<file path="src/rtl/qam_frame_buffer_ctrl_if.sv">
// Symbol-in / symbol-out bus between the demapper, the frame buffer and the host.
// The master side is the demapper plus host; the slave side is the buffer controller.
interface qam_frame_buffer_ctrl_if #(
   parameter int SYM_BITS = 4
);
   logic                sym_valid;
   logic [SYM_BITS-1:0] sym_data;
   logic                read_enable;
   logic [SYM_BITS-1:0] rd_data;
   logic                rd_valid;
   logic                available;
   logic                complete;

   modport master (
      output sym_valid, sym_data, read_enable,
      input  rd_data, rd_valid, available, complete
   );

   modport slave (
      input  sym_valid, sym_data, read_enable,
      output rd_data, rd_valid, available, complete
   );
endinterface

</file>
<file path="src/rtl/qam_frame_buffer_ctrl.sv">
// Frame buffer for the hard-decision QAM demapper: gathers FRAME_LEN symbols in a FIFO,
// flags the host, drains on request and counts symbols dropped while a frame is held.
module qam_frame_buffer_ctrl #(
   parameter int SYM_BITS  = 4,
   parameter int DEPTH     = 16,
   parameter int FRAME_LEN = 16,
   localparam int AW       = $clog2(DEPTH)
) (
   input  logic                  dclk,
   input  logic                  reset,
   input  logic                  enable,
   input  logic                  continuous,
   qam_frame_buffer_ctrl_if.slave bus,
   output logic [AW:0]           level,
   output logic [15:0]           overflow_cnt,
   output logic [1:0]            state
);

   typedef enum logic [1:0] {
      IDLE    = 2'b00,
      RECEIVE = 2'b01,
      READY   = 2'b10,
      READOUT = 2'b11
   } state_t;

   localparam logic [AW:0] LAST_WR = (AW+1)'(FRAME_LEN - 1);
   localparam logic [AW:0] LAST_RD = (AW+1)'(1);

   state_t              st;
   logic [SYM_BITS-1:0] mem [DEPTH];
   logic [AW-1:0]       wr_ptr;
   logic [AW-1:0]       rd_ptr;
   logic [SYM_BITS-1:0] rd_data_q;
   logic                rd_valid_q;
   logic                available_q;
   logic                complete_q;
   logic                wr_en;
   logic                pop;
   logic                drop;

   // A disabled block neither stores, pops nor counts anything.
   assign wr_en = enable && bus.sym_valid && (st == RECEIVE);
   assign pop   = enable && bus.read_enable && (st == READOUT);
   assign drop  = enable && bus.sym_valid && ((st == READY) || (st == READOUT));

   // NOTE: the storage array carries no reset; level and the pointers define what is valid,
   // so clearing the entries would only cost reset fan-out.
   always_ff @(posedge dclk) begin
      if (wr_en) mem[wr_ptr] <= bus.sym_data;
   end

   // NOTE: every state register uses non-blocking assignment so all updates see the
   // pre-edge values, matching the one-cycle read latency the host expects.
   always_ff @(posedge dclk or negedge reset) begin
      if (!reset) begin
         st           <= IDLE;
         wr_ptr       <= '0;
         rd_ptr       <= '0;
         level        <= '0;
         overflow_cnt <= '0;
         rd_data_q    <= '0;
         rd_valid_q   <= 1'b0;
         available_q  <= 1'b0;
         complete_q   <= 1'b0;
      end else begin
         complete_q <= 1'b0;
         rd_valid_q <= pop;
         if (pop) rd_data_q <= mem[rd_ptr];
         if (drop && (overflow_cnt != 16'hFFFF)) overflow_cnt <= overflow_cnt + 16'd1;

         if (!enable) begin
            st          <= IDLE;
            wr_ptr      <= '0;
            rd_ptr      <= '0;
            level       <= '0;
            available_q <= 1'b0;
         end else begin
            unique case (st)
               IDLE: st <= RECEIVE;
               RECEIVE: begin
                  if (wr_en) begin
                     wr_ptr <= wr_ptr + 1'b1;
                     level  <= level + 1'b1;
                     if (level == LAST_WR) begin
                        st          <= READY;
                        available_q <= 1'b1;
                     end
                  end
               end
               READY: begin
                  if (bus.read_enable) st <= READOUT;
               end
               READOUT: begin
                  if (pop) begin
                     rd_ptr <= rd_ptr + 1'b1;
                     level  <= level - 1'b1;
                     if (level == LAST_RD) begin
                        complete_q  <= 1'b1;
                        available_q <= 1'b0;
                        st          <= continuous ? RECEIVE : IDLE;
                     end
                  end
               end
            endcase
         end
      end
   end

   assign bus.rd_data   = rd_data_q;
   assign bus.rd_valid  = rd_valid_q;
   assign bus.available = available_q;
   assign bus.complete  = complete_q;
   assign state         = st;

endmodule

</file>
<file path="src/flat_wrapper.sv">
// flat-port wrapper written by rule: the top's interface ports become plain ports
module qam_frame_buffer_ctrl_flat 
#(
   parameter int SYM_BITS  = 4,
   parameter int DEPTH     = 16,
   parameter int FRAME_LEN = 16,
   localparam int AW       = $clog2(DEPTH)
)
  (dclk, reset, enable, continuous, level, overflow_cnt, state, bus_sym_valid, bus_sym_data, bus_read_enable, bus_rd_data, bus_rd_valid, bus_available, bus_complete);
  qam_frame_buffer_ctrl_if #(.SYM_BITS(SYM_BITS)) bus_i ();
  input  logic dclk;
  input  logic reset;
  input  logic enable;
  input  logic continuous;
  output logic [AW:0] level;
  output logic [15:0] overflow_cnt;
  output logic [1:0] state;
  input wire logic [$bits(bus_i.sym_valid)-1:0] bus_sym_valid;
  input wire logic [$bits(bus_i.sym_data)-1:0] bus_sym_data;
  input wire logic [$bits(bus_i.read_enable)-1:0] bus_read_enable;
  output wire logic [$bits(bus_i.rd_data)-1:0] bus_rd_data;
  output wire logic [$bits(bus_i.rd_valid)-1:0] bus_rd_valid;
  output wire logic [$bits(bus_i.available)-1:0] bus_available;
  output wire logic [$bits(bus_i.complete)-1:0] bus_complete;
  assign bus_i.sym_valid = bus_sym_valid;
  assign bus_i.sym_data = bus_sym_data;
  assign bus_i.read_enable = bus_read_enable;
  assign bus_rd_data = bus_i.rd_data;
  assign bus_rd_valid = bus_i.rd_valid;
  assign bus_available = bus_i.available;
  assign bus_complete = bus_i.complete;
  qam_frame_buffer_ctrl #(.SYM_BITS(SYM_BITS), .DEPTH(DEPTH), .FRAME_LEN(FRAME_LEN)) u_core (.dclk(dclk), .reset(reset), .enable(enable), .continuous(continuous), .bus(bus_i), .level(level), .overflow_cnt(overflow_cnt), .state(state));
endmodule
</file>
<file path="config.mk">
export PLATFORM = sky130hd
export DESIGN_NAME = qam_frame_buffer_ctrl_flat
export DESIGN_NICKNAME = d
export VERILOG_FILES = /design/src/rtl/qam_frame_buffer_ctrl_if.sv /design/src/rtl/qam_frame_buffer_ctrl.sv /design/src/flat_wrapper.sv
export SDC_FILE = /design/constraint.sdc
export NUM_CORES = 1
export LEC_CHECK = 0
export ABC_CLOCK_PERIOD_IN_PS = 2700
export CAP_MARGIN = 20
export CORE_MARGIN = 4
export CORE_UTILIZATION = 64
export CTS_BUF_LIST = sky130_fd_sc_hd__clkbuf_8
export DETAILED_ROUTE_END_ITERATION = 6
export PLACE_DENSITY = 0.87
export SLEW_MARGIN = 30
export SYNTH_ARGS = -nofsm -noshare
export SYNTH_HDL_FRONTEND = slang
export SYNTH_SLANG_ARGS = --single-unit
</file>
<file path="constraint.sdc">
create_clock -name dclk -period 2.7 [get_ports dclk]
set_input_delay 0.54 -clock dclk [delete_from_list [all_inputs] [get_ports dclk]]
set_output_delay 0.54 -clock dclk [all_outputs]
set_load 0.05 [all_outputs]
</file>
==> results_dict.tcl <==
set metrics [dict create \
    status "finished clean" \
    ant_nets 0 \
    drt_iter0_markers 160 \
    r2r_end "u_core.level[4]" \
    hold_ws_ns 0.0276 \
    crit_chain "ha_1, mux2i_1, o21ai_0, o21ai_0, a32o_1" \
    slowest_stage "ha_1" \
    clock-sinks 102 \
    filler_cell_count 411 \
    cts_root_buf "clkbuf_8" \
    cts_setup_buffers 0 \
    cts_hold_buffers 0 \
    synth-edff-count 64 \
    grt-ovfl-total 0 \
    wl_per_cell_um 18.7 \
    fp-row-count 30 \
    synth_seq_cells 102 \
    die_area_mm2 0.00852 \
    h-tree-depth 3 \
    final_common_cell "edfxtp_1" \
    cp_max_fo 17 \
    yosys_warnings 0 \
    fmax_mhz 427 \
    grt_pass1_wl_mm 14.4 \
    clock_latency_ns 0.36 \
    via_count 2704 \
    cp.arrival_ns 2.59 \
    slew_headroom_pct 58.3 \
    hpwl_mm 6.01 \
    layout.nets 381 \
    hold_violations 0 \
    cts-resized-gates 0 \
    skew_ns 0.0115 \
    ys_async_sr_fraction_pct 37.3 \
    synth_area_mm2 0.00455 \
    numCtsBuffers 9 \
    synthFlopType "edfxtp_1" \
    drc 0 \
    layout-area-overhead-vs-synth_pct 15.3 \
    ff2ff_setup_slack_ns 0.36 \
    drive_gt1_share_pct 12.7 \
    syn_inst 312 \
    clock_path_buffers 2 \
    power_density_mw_per_mm2 735 \
    setup-violations-final 0 \
    core-area_mm2 0.00687 \
    ir_drop_uv 481 \
    io_pins 40 \
    criticalPathCategory "flop to flop" \
    place.gp.congestion 0.845 \
    period_minus_slack_ns 2.34 \
    diodes 0 \
    cts_tree "built" \
    fp.dieW_um 92.3 \
    drv_slew 0 \
    start_util_pct 66.2 \
    p_leak_nw 1.97 \
    hp-class "input port to asynchronous set/reset pin" \
    grt_pass1_vias 2761 \
    antenna_found_initial 0 \
    die_h_um 92.3 \
    cpLargestDelayFamily "compound AO/OA/AOI/OAI gates" \
    wl_mm 8.58 \
    cp_common_cell "o21ai_0" \
    path_clk_slew_ns 0.10 \
    power_w 0.00385 \
    crit_path_start_kind "flop" \
    routed_via_density 5.90 \
    drv_cap 0 \
    syn_nets 336 \
    dr.pass1.iters 4 \
    port_buffers 39 \
    yosysSeqAreaShare_pct 63.1 \
    critPathBufInv 0 \
    reg2regPathDepth 5 \
    endpoint_kind "flop" \
    tns_ns 0 \
    layout_common_cells "64 x edfxtp_1, 38 x clkdlybuf4s50_1, 38 x dfrtp_1" \
    crit_start "u_core.state[0]" \
    synth.distinct_cells 46 \
    slowest_delay_ns 0.58 \
    grt_max_degree 39 \
    min_period_over_period_pct 86.8 \
    worstMarginPinSlew_ns 0.626 \
    grt_usage_pct 22.3 \
    syn_avg_cell_area_um2 14.6 \
    rsz0062_at_grt "false" \
    r2r-start "u_core.state[0]" \
    required_ns 2.95 \
]
[how the worst max path moves through the flow]
stage	cells past startpoint	slack, ns	end
5_1_grt	5	0.15	u_core.level[4]
2_1_floorplan	6	0.60	u_core.rd_ptr[3]
6_report	5	0.36	u_core.level[4]
4_1_cts	5	0.40	u_core.level[4]
3_5_place_dp	4	0.31	u_core.mem[3][3]
3_3_place_gp	4	0.26	u_core.mem[0][3]
[report_power, final]
group	total, W	internal, W	switching [W]
sequential	0.00187	0.00176	0.000110
combinational	0.00106	0.000408	0.000654
clock	0.000920	0.000424	0.000496
total	0.00385	0.00259	0.00126
[flip-flops by register name (all words and copies together), names as in the netlist]
register              count
u_core.bus.rd_data        4
u_core.bus.rd_valid       1
u_core.state              2
u_core.mem               64
u_core.wr_ptr             4
u_core.rd_ptr             4
u_core.bus.available      1
u_core.bus.complete       1
u_core.level              5
u_core.overflow_cnt      16
[through the flow]
step / utilization [%] / cell area, µm² / std cells / setup WS [ns]
4_1_cts: 76.1 / 5230 / 457 / 0.402
2_1_floorplan: - / 4550 / 312 / 0.597
6_report: 76.4 / 5250 / 458 / 0.357
3_5_place_dp: 73.4 / 5040 / 441 / 0.314
3_3_place_gp: 73.4 / 5040 / 441 / 0.264
5_1_grt: 76.4 / 5250 / 458 / 0.147
[cells by family after synthesis]
family,share of synthesized area [%]
adder cells (fa/ha/maj),3.85
XOR/XNOR,3.66
buffers and inverters,1.92
AO/OA/AOI/OAI,5.64
multiplexers,11.0
flip-flops,63.1
AND/OR/NAND/NOR,10.8
[routing by layer]
layer | routed length, µm | track usage (%)
met4 | 148 | 7.67
met3 | 403 | 4.79
met2 | 4380 | 36.0
met1 | 3650 | 30.4
met5 | 0 | 0
[cell type report]
| cell class | instances | area, µm² | share of cell area [%] |
|---|---|---|---|
| multi-input combinational | 189 | 1590 | 30.3 |
| inverter | 11 | 41.3 | 0.787 |
| tap | 96 | 120 | 2.29 |
| sequential | 102 | 2870 | 54.7 |
| timing repair buffer | 44 | 435 | 8.30 |
| clock inverter | 7 | 63.8 | 1.22 |
| clock buffer | 9 | 124 | 2.36 |
[Yosys cell counts (2+ instances only)]
library cell / count / area (µm²)
nor2_1: 20 / 75.1
nor3_1: 4 / 20.0
edfxtp_1: 64 / 1920
mux2_2: 5 / 56.3
and3_1: 5 / 31.3
nand2_1: 13 / 48.8
a31oi_1: 5 / 31.3
dfrtp_1: 38 / 951
nand3_1: 15 / 75.1
xor2_1: 15 / 131
clkbuf_1: 3 / 11.3
inv_1: 11 / 41.3
nand4_1: 4 / 25.0
a21oi_1: 6 / 30.0
xnor2_1: 4 / 35.0
or3_1: 4 / 25.0
and2_1: 16 / 100
mux2i_1: 7 / 70.1
buf_2: 3 / 15.0
and4_1: 2 / 17.5
nor4_1: 2 / 12.5
o22ai_1: 5 / 31.3
ha_1: 14 / 175
o21ai_0: 8 / 40.0
nor3b_1: 2 / 15.0
buf_1: 2 / 7.51
mux4_2: 16 / 360
Power figures use the tool's default switching activity.
==> edit 1, RTL diff (config.mk and constraints unchanged) <==
Register the output `level` once more, without a reset; this adds one clock of latency there. The other outputs are not delayed to match.
--- a/src/rtl/qam_frame_buffer_ctrl.sv
+++ b/src/rtl/qam_frame_buffer_ctrl.sv
@@ -25,6 +25,8 @@
 
    localparam logic [AW:0] LAST_WR = (AW+1)'(FRAME_LEN - 1);
    localparam logic [AW:0] LAST_RD = (AW+1)'(1);
+
+   logic [AW:0] level_s0;
 
    state_t              st;
    logic [SYM_BITS-1:0] mem [DEPTH];
@@ -56,7 +58,7 @@
          st           <= IDLE;
          wr_ptr       <= '0;
          rd_ptr       <= '0;
-         level        <= '0;
+         level_s0     <= '0;
          overflow_cnt <= '0;
          rd_data_q    <= '0;
          rd_valid_q   <= 1'b0;
@@ -72,7 +74,7 @@
             st          <= IDLE;
             wr_ptr      <= '0;
             rd_ptr      <= '0;
-            level       <= '0;
+            level_s0    <= '0;
             available_q <= 1'b0;
          end else begin
             unique case (st)
@@ -80,8 +82,8 @@
                RECEIVE: begin
                   if (wr_en) begin
                      wr_ptr <= wr_ptr + 1'b1;
-                     level  <= level + 1'b1;
-                     if (level == LAST_WR) begin
+                     level_s0 <= level_s0 + 1'b1;
+                     if (level_s0 == LAST_WR) begin
                         st          <= READY;
                         available_q <= 1'b1;
                      end
@@ -93,8 +95,8 @@
                READOUT: begin
                   if (pop) begin
                      rd_ptr <= rd_ptr + 1'b1;
-                     level  <= level - 1'b1;
-                     if (level == LAST_RD) begin
+                     level_s0 <= level_s0 - 1'b1;
+                     if (level_s0 == LAST_RD) begin
                         complete_q  <= 1'b1;
                         available_q <= 1'b0;
                         st          <= continuous ? RECEIVE : IDLE;
@@ -112,5 +114,9 @@
    assign bus.complete  = complete_q;
    assign state         = st;
 
+   always_ff @(posedge dclk) begin
+      level <= level_s0;
+   end
+
 endmodule
 
Check against the original RTL: not equivalent (Yosys sat finds a counterexample within 4 cycles, from zero or initial values and one cycle with reset low).
==> edit 1 against the original RTL <==
- area after synthesis rose by 2.4%
- register-to-register slack improved by 150 ps
- setup slack improved by 110 ps
- total power rose by 7.3%
- sequential power rose by 5%
- sequential cell count rose by 5
- design area rose by 2.7%
- routed wire length rose by 3.6%
==> edit 1: results (changes against the original RTL) <==
stage,metric,value,unit,change
yosys,synthArstFlopShare,35.5,%,-1.7 points
detailed_routing,drtIter0Drc,172,,+7.5%
clock_network,post_cts_buffers,0,,unchanged
min_path,holdCritPathClass,in -> async,,
power,ir_drop,0.735,mV,+53%
worst_setup_path,max_stage_delay,850,ps,+270 ps
sta,fin_skew,7.52,ps,-3.94 ps
layout,nNetsFinal,392,,+2.9%
global_route,grt_max_degree,39,,unchanged
layout,largestRegisters,"u_core.mem (64), u_core.overflow_cnt (16)",,
layout,drive_gt1_share,13.4,%,+0.70 points
yosys,synth_nets,346,,+3.0%
yosys,ys_top_cells_by_area,"edfxtp_1 (41%), dfrtp_1 (20%), mux4_2 (7.7%)",,
sta,finalMaxSlewViolations,0,,unchanged
run_status,status,"complete, no violations",,
clock_network,clk_latency,370,ps,
detailed_routing,vias,2806,,+3.8%
yosys,ys_seq_area_share,63.8,%,+0.64 points
place,gp_congestion,0.802,,-5.1%
place,place_area,0.00516,mm^2,+2.5%
power,power_leakage,1.98,nW,+0.42%
yosys,synth_edf_count,64,,unchanged
yosys,ys_types,47,,+2.2%
sta,maxSlewHeadroom,41.6,%,-17 points
worst_setup_path,cp_slowest_cell,clkdlybuf4s50_1,,
place,io_buffers,39,,unchanged
worst_setup_path,critical_path.top_delay_family,buffers and inverters,,
worst_setup_path,cp.arrival,1690,ps,-900 ps
clock_network,cts_buffer_depth,2,,unchanged
yosys,yosysWarnings,0,,unchanged
global_route,grt_pass1_wl,14.7,mm,+1.9%
global_route,track_usage,22.1,%,-0.15 points
yosys,synth.top_cells.by_count,"edfxtp_1 (64), dfrtp_1 (38), and2_1 (18), nand3_1 (18), mux4_2 (16)",,
worst_setup_path,crit_fanout,8,,-9
place,dpl.hpwl,6.44,mm,+7.1%
detailed_routing,wl_per_cell,19.0,um,+1.2%
edit 1: cell count changes after synthesis, sizes merged, moves of 3 or more:
cell,delta
xor2,-7
nor2,-5
a21oi,+5
nand3,+3
xnor2,+4
dfxtp,+5
edit 1: kinds of logic (layout without fill, tap and decap cells):
logic type / count (synthesis) / count (layout) / synth area share [%]
buffers and inverters: 20 / 71 / 1.82
adder cells (fa/ha/maj): 14 / 14 / 3.76
XOR/XNOR: 16 / 16 / 3.01
AO/OA/AOI/OAI: 44 / 44 / 6.17
multiplexers: 30 / 30 / 10.9
AND/OR/NAND/NOR: 91 / 91 / 10.5
flip-flops: 107 / 107 / 63.8
edit 1: final cells by class:
type                    count  area (um^2)
inverters                  10         37.5
repair buffers             45          430
fillers                   416         1550
clock buffers               9          124
flip-flops and latches    107         2970
well taps                  96          120
multi-input cells         195         1600
clock inverters             7          101
edit 1: metal layers:
metal | share of wire (%) | track usage [%]
met2 | 52 | 37.6
met3 | 6.2 | 4.02
met4 | 1.0 | 7.45
met5 | 0 | 0
met1 | 40 | 28.9
edit 1: worst paths after layout:
| check | startpoint | end | slack (ps) |
|---|---|---|---|
| max in group asynchronous | reset | u_core.bus.available | 1870 |
| hold / removal | reset | u_core.bus.rd_data[2] | 280 |
| hold reg to reg | u_core.level_s0[1] | u_core.level[1] | 460 |
| setup reg to reg | u_core.state[1] | u_core.overflow_cnt[15] | 510 |
| setup / recovery | u_core.overflow_cnt[4] | overflow_cnt[4] | 470 |
| min in group dclk | u_core.level_s0[1] | u_core.level[1] | 460 |
edit 1: power by group:
group          internal (W)  switching [W]  total, W
clock              0.000532       0.000551   0.00108
sequential          0.00186       0.000117   0.00197
combinational      0.000410       0.000671   0.00108
edit 1: metrics by stage:
stage          setup WS, ps  std cells  utilization, %  total power [W]  hold WS, ps
2_1_floorplan           605        322               -          0.00273          244
3_3_place_gp            342        453            74.4          0.00305          429
3_5_place_dp            200        453            74.4          0.00309          433
4_1_cts                 463        469            77.6          0.00416          295
5_1_grt                 315        469            77.6          0.00433          321
6_report                470        469            77.6          0.00414          277
==> edit 2, RTL diff (same settings) <==
Made on the original files. `SYM_BITS` is set to 4 in 3 places; all go to 5.
--- a/src/rtl/qam_frame_buffer_ctrl_if.sv
+++ b/src/rtl/qam_frame_buffer_ctrl_if.sv
@@ -1,7 +1,7 @@
 // Symbol-in / symbol-out bus between the demapper, the frame buffer and the host.
 // The master side is the demapper plus host; the slave side is the buffer controller.
 interface qam_frame_buffer_ctrl_if #(
-   parameter int SYM_BITS = 4
+   parameter int SYM_BITS = 5
 );
    logic                sym_valid;
    logic [SYM_BITS-1:0] sym_data;
--- a/src/rtl/qam_frame_buffer_ctrl.sv
+++ b/src/rtl/qam_frame_buffer_ctrl.sv
@@ -1,7 +1,7 @@
 // Frame buffer for the hard-decision QAM demapper: gathers FRAME_LEN symbols in a FIFO,
 // flags the host, drains on request and counts symbols dropped while a frame is held.
 module qam_frame_buffer_ctrl #(
-   parameter int SYM_BITS  = 4,
+   parameter int SYM_BITS  = 5,
    parameter int DEPTH     = 16,
    parameter int FRAME_LEN = 16,
    localparam int AW       = $clog2(DEPTH)
--- a/src/flat_wrapper.sv
+++ b/src/flat_wrapper.sv
@@ -1,7 +1,7 @@
 // flat-port wrapper written by rule: the top's interface ports become plain ports
 module qam_frame_buffer_ctrl_flat 
 #(
-   parameter int SYM_BITS  = 4,
+   parameter int SYM_BITS  = 5,
    parameter int DEPTH     = 16,
    parameter int FRAME_LEN = 16,
    localparam int AW       = $clog2(DEPTH)
Interface: changed (resized bus_rd_data and bus_sym_data); port bits go from 40 to 42. The function was not compared with the original's and may differ.
==> edit 2 against the original RTL <==
- area after synthesis increased by 15%
- routed wire length increased by 27%
- design area increased by 17%
- synthesized cell count increased by 9.0%
- clock skew decreased by 3.0 ps
- sequential cell count increased by 17
- setup slack got worse by 92 ps
- total power increased by 25%
- sequential share of layout area increased by 0.44 points
- largest cell class unchanged
- largest power group unchanged
==> edit 2: results (changes against the original RTL) <==
stage,metric,value,unit,change
run_status,status,"complete, no violations",,
place,io_buffers,41,,+5.1%
global_route,track_usage,24.6,%,+2.3 points
layout,drive_gt1_share,17.7,%,+5.0 points
place,gp_congestion,0.807,,-4.5%
worst_setup_path,cp.arrival,2740,ps,+150 ps
worst_setup_path,cp_slowest_cell,ha_1,,
power,power_leakage,2.28,nW,+16%
clock_network,numCtsBuffers,17,,+8
detailed_routing,wl_met1,4.56,mm,+25%
yosys,synthXorXnorAreaFrac,2.69,%,-0.97 points
yosys,synth_top_area_share,46.1,%,+3.8 points
worst_setup_path,critical_path.top_delay_family,adder cells,,
detailed_routing,wl_met3,651,um,+62%
yosys,ys_types,50,,+8.7%
worst_setup_path,max_stage_delay,610,ps,+30 ps
detailed_routing,drtIter0Drc,276,,+73%
sta,fin_skew,8.47,ps,-2.99 ps
floorplanning,rows,32,,+6.7%
yosys,synth.top_cells.by_count,"edfxtp_1 (80), dfrtp_1 (39), mux4_2 (20), and2_1 (16)",,
layout,nNetsFinal,419,,+10%
worst_setup_path,worstReg2RegStart,u_core.state[1],,
detailed_routing,vias,3162,,+17%
layout,n_antenna_cell,0,,unchanged
clock_network,path_clk_slew,70,ps,-30 ps
power,switching_share,31.0,%,-1.7 points
yosys,synth_compound_area_share,5.38,%,-0.26 points
detailed_routing,wl,10.9,mm,+27%
detailed_routing,wl_per_cell,21.4,um,+14%
place,dpl.hpwl,7.24,mm,+20%
yosys,ys_top_cells_by_area,"edfxtp_1 (46%), dfrtp_1 (19%), mux4_2 (8.6%)",,
global_route,grt_pass1_wl,17.8,mm,+24%
detailed_routing,top_layer_used,met4,,
yosys,synth_nets,365,,+8.6%
global_route,first_global_vias,3313,,+20%
clock_network,clk_latency,420,ps,+60 ps
clock_network,htreeDepth,4,,+1
min_path,holdCritPathClass,in -> async,,
worst_setup_path,critPathLaunch,u_core.state[1],,
yosys,synthMuxAreaShare,11.9,%,+0.88 points
place,placed_cells,477,,+8.2%
yosys,synthCells,340,,+9.0%
global_route,grt_max_degree,40,,+2.6%
yosys,ys_seq_area_share,64.8,%,+1.7 points
power,ir_drop,0.601,mV,+25%
yosys,synth_edf_count,80,,+25%
layout,largestRegisters,"u_core.mem (80), u_core.overflow_cnt (16)",,
detailed_routing,route.met2.wl,5.56,mm,+27%
worst_setup_path,crit_fanout,17,,unchanged
power,power.switching,0.00149,W,+18%
yosys,synthArstFlopShare,32.8,%,-4.5 points
sta,tightest_slew,709,ps,+82.8 ps
yosys,synth-adder-area-share,3.36,%,-0.49 points
[edit 2: worst paths after layout]
kind	to	slack [ps]	cells after the start
min in group dclk	u_core.overflow_cnt[0]	520	1
worst min-delay path	u_core.bus.rd_data[4]	90	1
worst max register to register	u_core.overflow_cnt[8]	260	4
worst max-delay path	u_core.overflow_cnt[8]	260	4
max in group asynchronous	u_core.rd_ptr[1]	2230	1
worst min register to register	u_core.overflow_cnt[0]	520	1
[edit 2: stage by stage]
step	hold slack (ps)	area (um^2)	worst slack (ps)	util (%)	total power [W]
CTS	274	6120	332	78.4	0.00484
floorplan	244	5210	613	-	0.00293
detailed placement	500	5730	186	73.4	0.00329
finish	86.1	6120	265	78.4	0.00482
global placement	482	5730	258	73.4	0.00325
global route	103	6120	131	78.4	0.00504
[edit 2: worst reg2reg max path: stages, from the launching register on]
cell and delay [ps]:
dfrtp_1 440, ha_1 610, o211ai_1 320, nor3_1 560
mux2_2 410
[edit 2: power by group through the flow]
stage	Clock, W	Sequential (W)	Combinational [W]
2_1_floorplan	0	0.00249	0.000438
6_report	0.00156	0.00216	0.00109
4_1_cts	0.00158	0.00216	0.00111
3_3_place_gp	0	0.00219	0.00106
5_1_grt	0.00168	0.00218	0.00119
3_5_place_dp	0	0.00220	0.00110
[edit 2: metal layers]
layer | up-vias | global-route usage (%)
met3 | 15 | 5.86
met1 | 1594 | 33.7
li1 | 1418 | -
met2 | 135 | 39.5
met5 | - | 0
met4 | 0 | 8.09
[edit 2: layout make-up]
cell class                      instances  area (um^2)
Sequential cell                       119         3380
Timing Repair Buffer                   46          445
Multi-Input combinational cell        198         1730
Fill cell                             432         1690
Inverter                               12         45.0
Clock buffer                           19          262
Clock inverter                         13          130
Tap cell                              102          128
